==> src/rtl/img_rsz_pxl_fwd.sv <==
// img_rsz_pxl_fwd -- resized pixel forwarder.
// Walks the resized-image block grid in raster order. When the block at the
// cursor is flagged as executed, the block is flushed from the upstream buffer
// and its pixel is queued onto a valid/ready output stream with coordinates
// and line/frame markers.
// Optional build macro: IMG_RSZ_FWD_SKID_EN selects a 2-entry output FIFO
// whose free indication uses registered state only. When the macro is not
// defined, the block uses a single output register and ready feeds the flush
// strobe combinationally.
module img_rsz_pxl_fwd #(
    parameter  int RSZ_IMG_WIDTH_SIZE  = 8,
    parameter  int RSZ_IMG_HEIGHT_SIZE = 8,
    parameter  int PXL_PRIM_COLOR_NUM  = 3,
    parameter  int PXL_PRIM_COLOR_W    = 8,
    localparam int XW = $clog2(RSZ_IMG_WIDTH_SIZE),
    localparam int YW = $clog2(RSZ_IMG_HEIGHT_SIZE),
    localparam int DW = PXL_PRIM_COLOR_NUM * PXL_PRIM_COLOR_W
) (
    input  logic                                          Clk,
    input  logic                                          Reset,
    input  logic [RSZ_IMG_WIDTH_SIZE*RSZ_IMG_HEIGHT_SIZE-1:0] BlkIsExec,
    input  logic [DW-1:0]                                 FlushRszPxlData,
    output logic [RSZ_IMG_WIDTH_SIZE-1:0]                 FlushBlkXMsk,
    output logic [RSZ_IMG_HEIGHT_SIZE-1:0]                FlushBlkYMsk,
    output logic                                          FlushVld,
    output logic [DW-1:0]                                 RszPxlData,
    output logic [XW-1:0]                                 RszPxlX,
    output logic [YW-1:0]                                 RszPxlY,
    output logic                                          RszPxlEol,
    output logic                                          RszPxlLast,
    output logic                                          RszPxlVld,
    input  logic                                          RszPxlRdy
);

    localparam int IW = $clog2(RSZ_IMG_WIDTH_SIZE * RSZ_IMG_HEIGHT_SIZE);
    // Output entry layout: {data, x, y, eol, last}
    localparam int EW = DW + XW + YW + 2;

    logic [XW-1:0] r_cur_x;
    logic [YW-1:0] r_cur_y;
    logic [IW-1:0] w_idx;
    logic          w_cur_exec;
    logic          w_eol;
    logic          w_last;
    logic          w_free;
    logic          w_flush;
    logic [EW-1:0] w_new_ent;
    logic [EW-1:0] r_head_ent;
    logic          r_vld;

    assign w_idx      = (IW'(r_cur_y) * IW'(RSZ_IMG_WIDTH_SIZE)) + IW'(r_cur_x);
    assign w_cur_exec = BlkIsExec[w_idx];
    assign w_eol      = (r_cur_x == XW'(RSZ_IMG_WIDTH_SIZE - 1));
    assign w_last     = w_eol & (r_cur_y == YW'(RSZ_IMG_HEIGHT_SIZE - 1));
    assign w_new_ent  = {FlushRszPxlData, r_cur_x, r_cur_y, w_eol, w_last};

    // Flush only when the cursor block is ready and storage can take it;
    // held off while in reset so nothing is consumed upstream.
    assign w_flush      = w_cur_exec & w_free & ~Reset;
    assign FlushVld     = w_flush;
    assign FlushBlkXMsk = {{(RSZ_IMG_WIDTH_SIZE-1){1'b0}}, 1'b1} << r_cur_x;
    assign FlushBlkYMsk = {{(RSZ_IMG_HEIGHT_SIZE-1){1'b0}}, 1'b1} << r_cur_y;

    // Raster cursor: advance on every flush, wrapping columns then rows.
    always_ff @(posedge Clk) begin
        if (Reset) begin
            r_cur_x <= {XW{1'b0}};
            r_cur_y <= {YW{1'b0}};
        end else if (w_flush) begin
            if (w_eol) begin
                r_cur_x <= {XW{1'b0}};
                r_cur_y <= w_last ? {YW{1'b0}} : (r_cur_y + YW'(1));
            end else begin
                r_cur_x <= r_cur_x + XW'(1);
            end
        end
    end

`ifdef IMG_RSZ_FWD_SKID_EN
    logic [EW-1:0] r_sk_ent;
    logic          r_sk_vld;
    logic          w_pop;

    // Occupancy below two is exactly "skid slot empty"; registered only.
    assign w_free = ~r_sk_vld;
    assign w_pop  = r_vld & RszPxlRdy;

    // Two-entry FIFO: head drives the outputs, skid absorbs one extra pixel.
    always_ff @(posedge Clk) begin
        if (Reset) begin
            r_vld      <= 1'b0;
            r_head_ent <= {EW{1'b0}};
            r_sk_vld   <= 1'b0;
            r_sk_ent   <= {EW{1'b0}};
        end else if (~r_vld | w_pop) begin
            if (r_sk_vld) begin
                r_head_ent <= r_sk_ent;
                r_vld      <= 1'b1;
                r_sk_vld   <= w_flush;
                if (w_flush) begin
                    r_sk_ent <= w_new_ent;
                end
            end else begin
                r_vld <= w_flush;
                if (w_flush) begin
                    r_head_ent <= w_new_ent;
                end
            end
        end else if (w_flush) begin
            r_sk_ent <= w_new_ent;
            r_sk_vld <= 1'b1;
        end
    end
`else
    // Single register: free when empty or being drained this cycle.
    assign w_free = ~r_vld | RszPxlRdy;

    // Single output register; holds while stalled since no flush can occur.
    always_ff @(posedge Clk) begin
        if (Reset) begin
            r_vld      <= 1'b0;
            r_head_ent <= {EW{1'b0}};
        end else if (w_flush) begin
            r_vld      <= 1'b1;
            r_head_ent <= w_new_ent;
        end else if (RszPxlRdy) begin
            r_vld <= 1'b0;
        end
    end
`endif

    assign RszPxlVld  = r_vld;
    assign RszPxlData = r_head_ent[EW-1 -: DW];
    assign RszPxlX    = r_head_ent[YW+XW+1 -: XW];
    assign RszPxlY    = r_head_ent[YW+1 -: YW];
    assign RszPxlEol  = r_head_ent[1];
    assign RszPxlLast = r_head_ent[0];

endmodule

==> config.mk <==
export PLATFORM = sky130hd
export DESIGN_NAME = img_rsz_pxl_fwd
export DESIGN_NICKNAME = d
export VERILOG_FILES = /design/src/rtl/img_rsz_pxl_fwd.sv
export SDC_FILE = /design/constraint.sdc
export NUM_CORES = 1
export LEC_CHECK = 0
export CAP_MARGIN = 30
export CORE_MARGIN = 1
export CORE_UTILIZATION = 43
export CTS_CLUSTER_SIZE = 20
export DETAILED_ROUTE_END_ITERATION = 10
export MAX_ROUTING_LAYER = met4
export PLACE_DENSITY = 0.95
export SYNTH_ARGS = -nofsm -noshare
export SYNTH_HDL_FRONTEND = slang
export SYNTH_SLANG_ARGS = --single-unit
==> constraint.sdc <==
create_clock -name Clk -period 4.3 [get_ports Clk]
set_input_delay 0.43 -clock Clk [delete_from_list [all_inputs] [get_ports Clk]]
set_output_delay 0.43 -clock Clk [all_outputs]
set_load 0.02 [all_outputs]
==> results_dict.tcl <==
set metrics [dict create \
    critPathMaxStageDelay_ns 0.99 \
    synth_top_flop_cell "dfxtp_1" \
    postSynthCellCount 277 \
    grt_max_degree 72 \
    dieArea_sq_um 6555 \
    fp.dieW_um 80.97 \
    drt_iter0_drc 72 \
    start_util_pct 45.02 \
    fin_crit_ns 3.432 \
    area_delta_synth_final_pct 53.15 \
    cts_tree "yes" \
    multi_input_area_sq_um 1688 \
    dp_hpwl_mm 5.394 \
    min_period_over_period_pct 79.82 \
    outcome "complete, no violations" \
    netlist-cell-type-count 32 \
    endpoint_kind "primary output" \
    path_clk_slew_ns 0.07 \
    maxCapViolCount 0 \
    cts_root_buf "clkbuf_8" \
    seq_power_share_pct 32.0 \
    fmax_mhz 291.3 \
    synth_seq_cells 39 \
    wirelength_mm 6.904 \
    leakage_nw 1.623 \
    gp_congestion 0.8035 \
    grt_antenna_before_repair 0 \
    syn_nets 380 \
    io_pins 141 \
    netSwitchingPower_uw 663.1 \
    nets 508 \
    yosysWarnings 0 \
    cts.sinks 39 \
    tns_ns 0 \
    rsz0062_at_grt "false" \
    required_ns 3.87 \
    grt_pass1_wl_mm 10.58 \
    drive_gt1_share_pct 5.419 \
    cts_setup_buffers 0 \
    worstMarginPinSlew_ns 0.9995 \
    num_vias 2450 \
    switching_share_pct 37.44 \
    arrival_ns 3.00 \
    final_cells 481 \
    cts_made_buffers 5 \
    io_buffers 140 \
    die_h_um 80.97 \
    hold_violations 0 \
    p_per_area_nw_per_um2 431.3 \
    drc 0 \
    drt-vias-per-instance 5.094 \
    rows 28 \
    cp_max_fo 37 \
    wl_per_cell_um 14.35 \
    start_kind "flip-flop" \
    mostFrequentLayoutCells "clkdlybuf4s50_1, mux2i_1, nand2b_1" \
    finalHoldWorstSlack_ns 0.4751 \
    ctsResizeCount 0 \
    hp-class "flip-flop to flip-flop" \
    synth-edff-count 0 \
    cp-startpoint "r_cur_x[0]" \
    ir_worst_vdd_mv 0.3912 \
    coreArea_sq_um 5956 \
    timing.slew.headroom_pct 33.37 \
    placed_cell_area_sq_um 4006 \
    hp-start "r_head_ent[21]" \
    cts_buffer_depth 2 \
    drt_pass1_iterations 4 \
    drv_slew 0 \
    pwr-share-comb_pct 53.0 \
    insertion_delay_ns 0.28 \
    htreeDepth 2 \
    grtUsageTotal_pct 21.36 \
    mostFrequentLayoutCell "clkdlybuf4s50_1" \
    clockPowerShare_pct 15.0 \
    ctsHoldBuffers 0 \
    final_antenna_net_count 0 \
    syn_area_per_cell_sq_um 9.680 \
    cp_slowest_cell "dfxtp_2" \
    dp_cells 473 \
    diodes 0 \
    synthArstFlopShare_pct 0 \
    synth_area_sq_um 2681 \
    fin_area_sq_um 4106 \
    grt_pass1_vias 2353 \
    finalSetupViolations 0 \
    worst-setup-path-type "flip-flop to primary output" \
    rr_startpoint "r_cur_x[0]" \
    n_fill_cell 483 \
    clock_skew_ns 0.006611 \
    seqCellArea_sq_um 782.0 \
    grt_overflow 0 \
    final_core_util_pct 68.95 \
    ys_seq_area_share_pct 29.12 \
    path_cells "mux2i_1 > a22oi_1 > a211oi_2 > nor3_2 > a22oi_2 > nor2_1 > clkdlybuf4s50_1" \
    intPower_mw 1.108 \
]
==> Yosys cell counts, drive strengths merged, types with 2 or more instances <==
master / number / area (sq um)
a211oi: 3 / 32.53
a21oi: 7 / 35.03
a22oi: 18 / 145.1
and2: 7 / 43.79
buf: 13 / 156.4
clkbuf: 8 / 30.03
dfxtp: 39 / 780.8
ha: 12 / 150.1
inv: 7 / 26.27
mux2i: 67 / 670.6
nand2: 5 / 18.77
nand2b: 60 / 375.4
nor2: 7 / 28.78
nor2b: 9 / 56.30
nor3: 7 / 67.56
or3: 2 / 12.51
==> registers in the layout (all words and copies together) (netlist names) <==
signal,count
RszPxlVld,1
r_cur_x,3
r_cur_y,3
r_head_ent,32
==> layout make-up <==
cell class,count,share of cell area (%)
repair buffers,142,34.49
inverters,7,0.6399
clock buffers,8,2.438
flip-flops and latches,39,19.04
multi-input cells,210,41.10
well taps,75,2.285
==> final timing paths <==
| check | to | slack (ns) | depth (start not counted) |
|---|---|---|---|
| max reg2reg | r_head_ent[6] | 1.32 | 7 |
| min | r_head_ent[21] | 0.48 | 2 |
| max | FlushVld | 0.87 | 7 |
| min reg2reg | r_head_ent[21] | 0.48 | 2 |
==> kinds of logic after synthesis <==
| group | count (synthesis) | synth area share (%) |
|---|---|---|
| simple gates | 100 | 23.33 |
| compound gates | 30 | 8.586 |
| fa+ha+maj | 12 | 5.599 |
| flops | 39 | 29.12 |
| mux | 68 | 25.43 |
| buf+inv | 28 | 7.933 |
==> critical path, delay by kind of cell, from the launching register on <==
family                 cells  cell delay, ns
multiplexers               1            0.27
AO/OA/AOI/OAI              3            0.75
buffers and inverters      1            0.54
AND/OR/NAND/NOR            2            0.16
flip-flops                 1            0.99
==> per-stage QoR <==
step	power [mW]	setup slack (ns)
floorplan	1.274	1.938
global placement	1.495	1.251
detailed placement	1.519	1.175
CTS	1.789	0.8507
global route	1.876	0.6746
finish	1.771	0.8677
==> metal layers <==
metal / vias up / wire (um) / GRT usage, %
li1: 1206 / - / -
met5: - / 0 / -
met4: 0 / 120 / 6.786
met1: 1117 / 2792 / 23.55
met2: 115 / 3198 / 36.55
met3: 12 / 793 / 6.629
==> power by group through the flow <==
stage / Sequential (mW) / Combinational, mW / Clock, mW
CTS: 0.569 / 0.947 / 0.272
global placement: 0.568 / 0.927 / 0
detailed placement: 0.574 / 0.944 / 0
global route: 0.585 / 1.00 / 0.290
floorplan: 0.592 / 0.681 / 0
finish: 0.567 / 0.938 / 0.266
No activity file was read; power rests on OpenSTA's default activity.
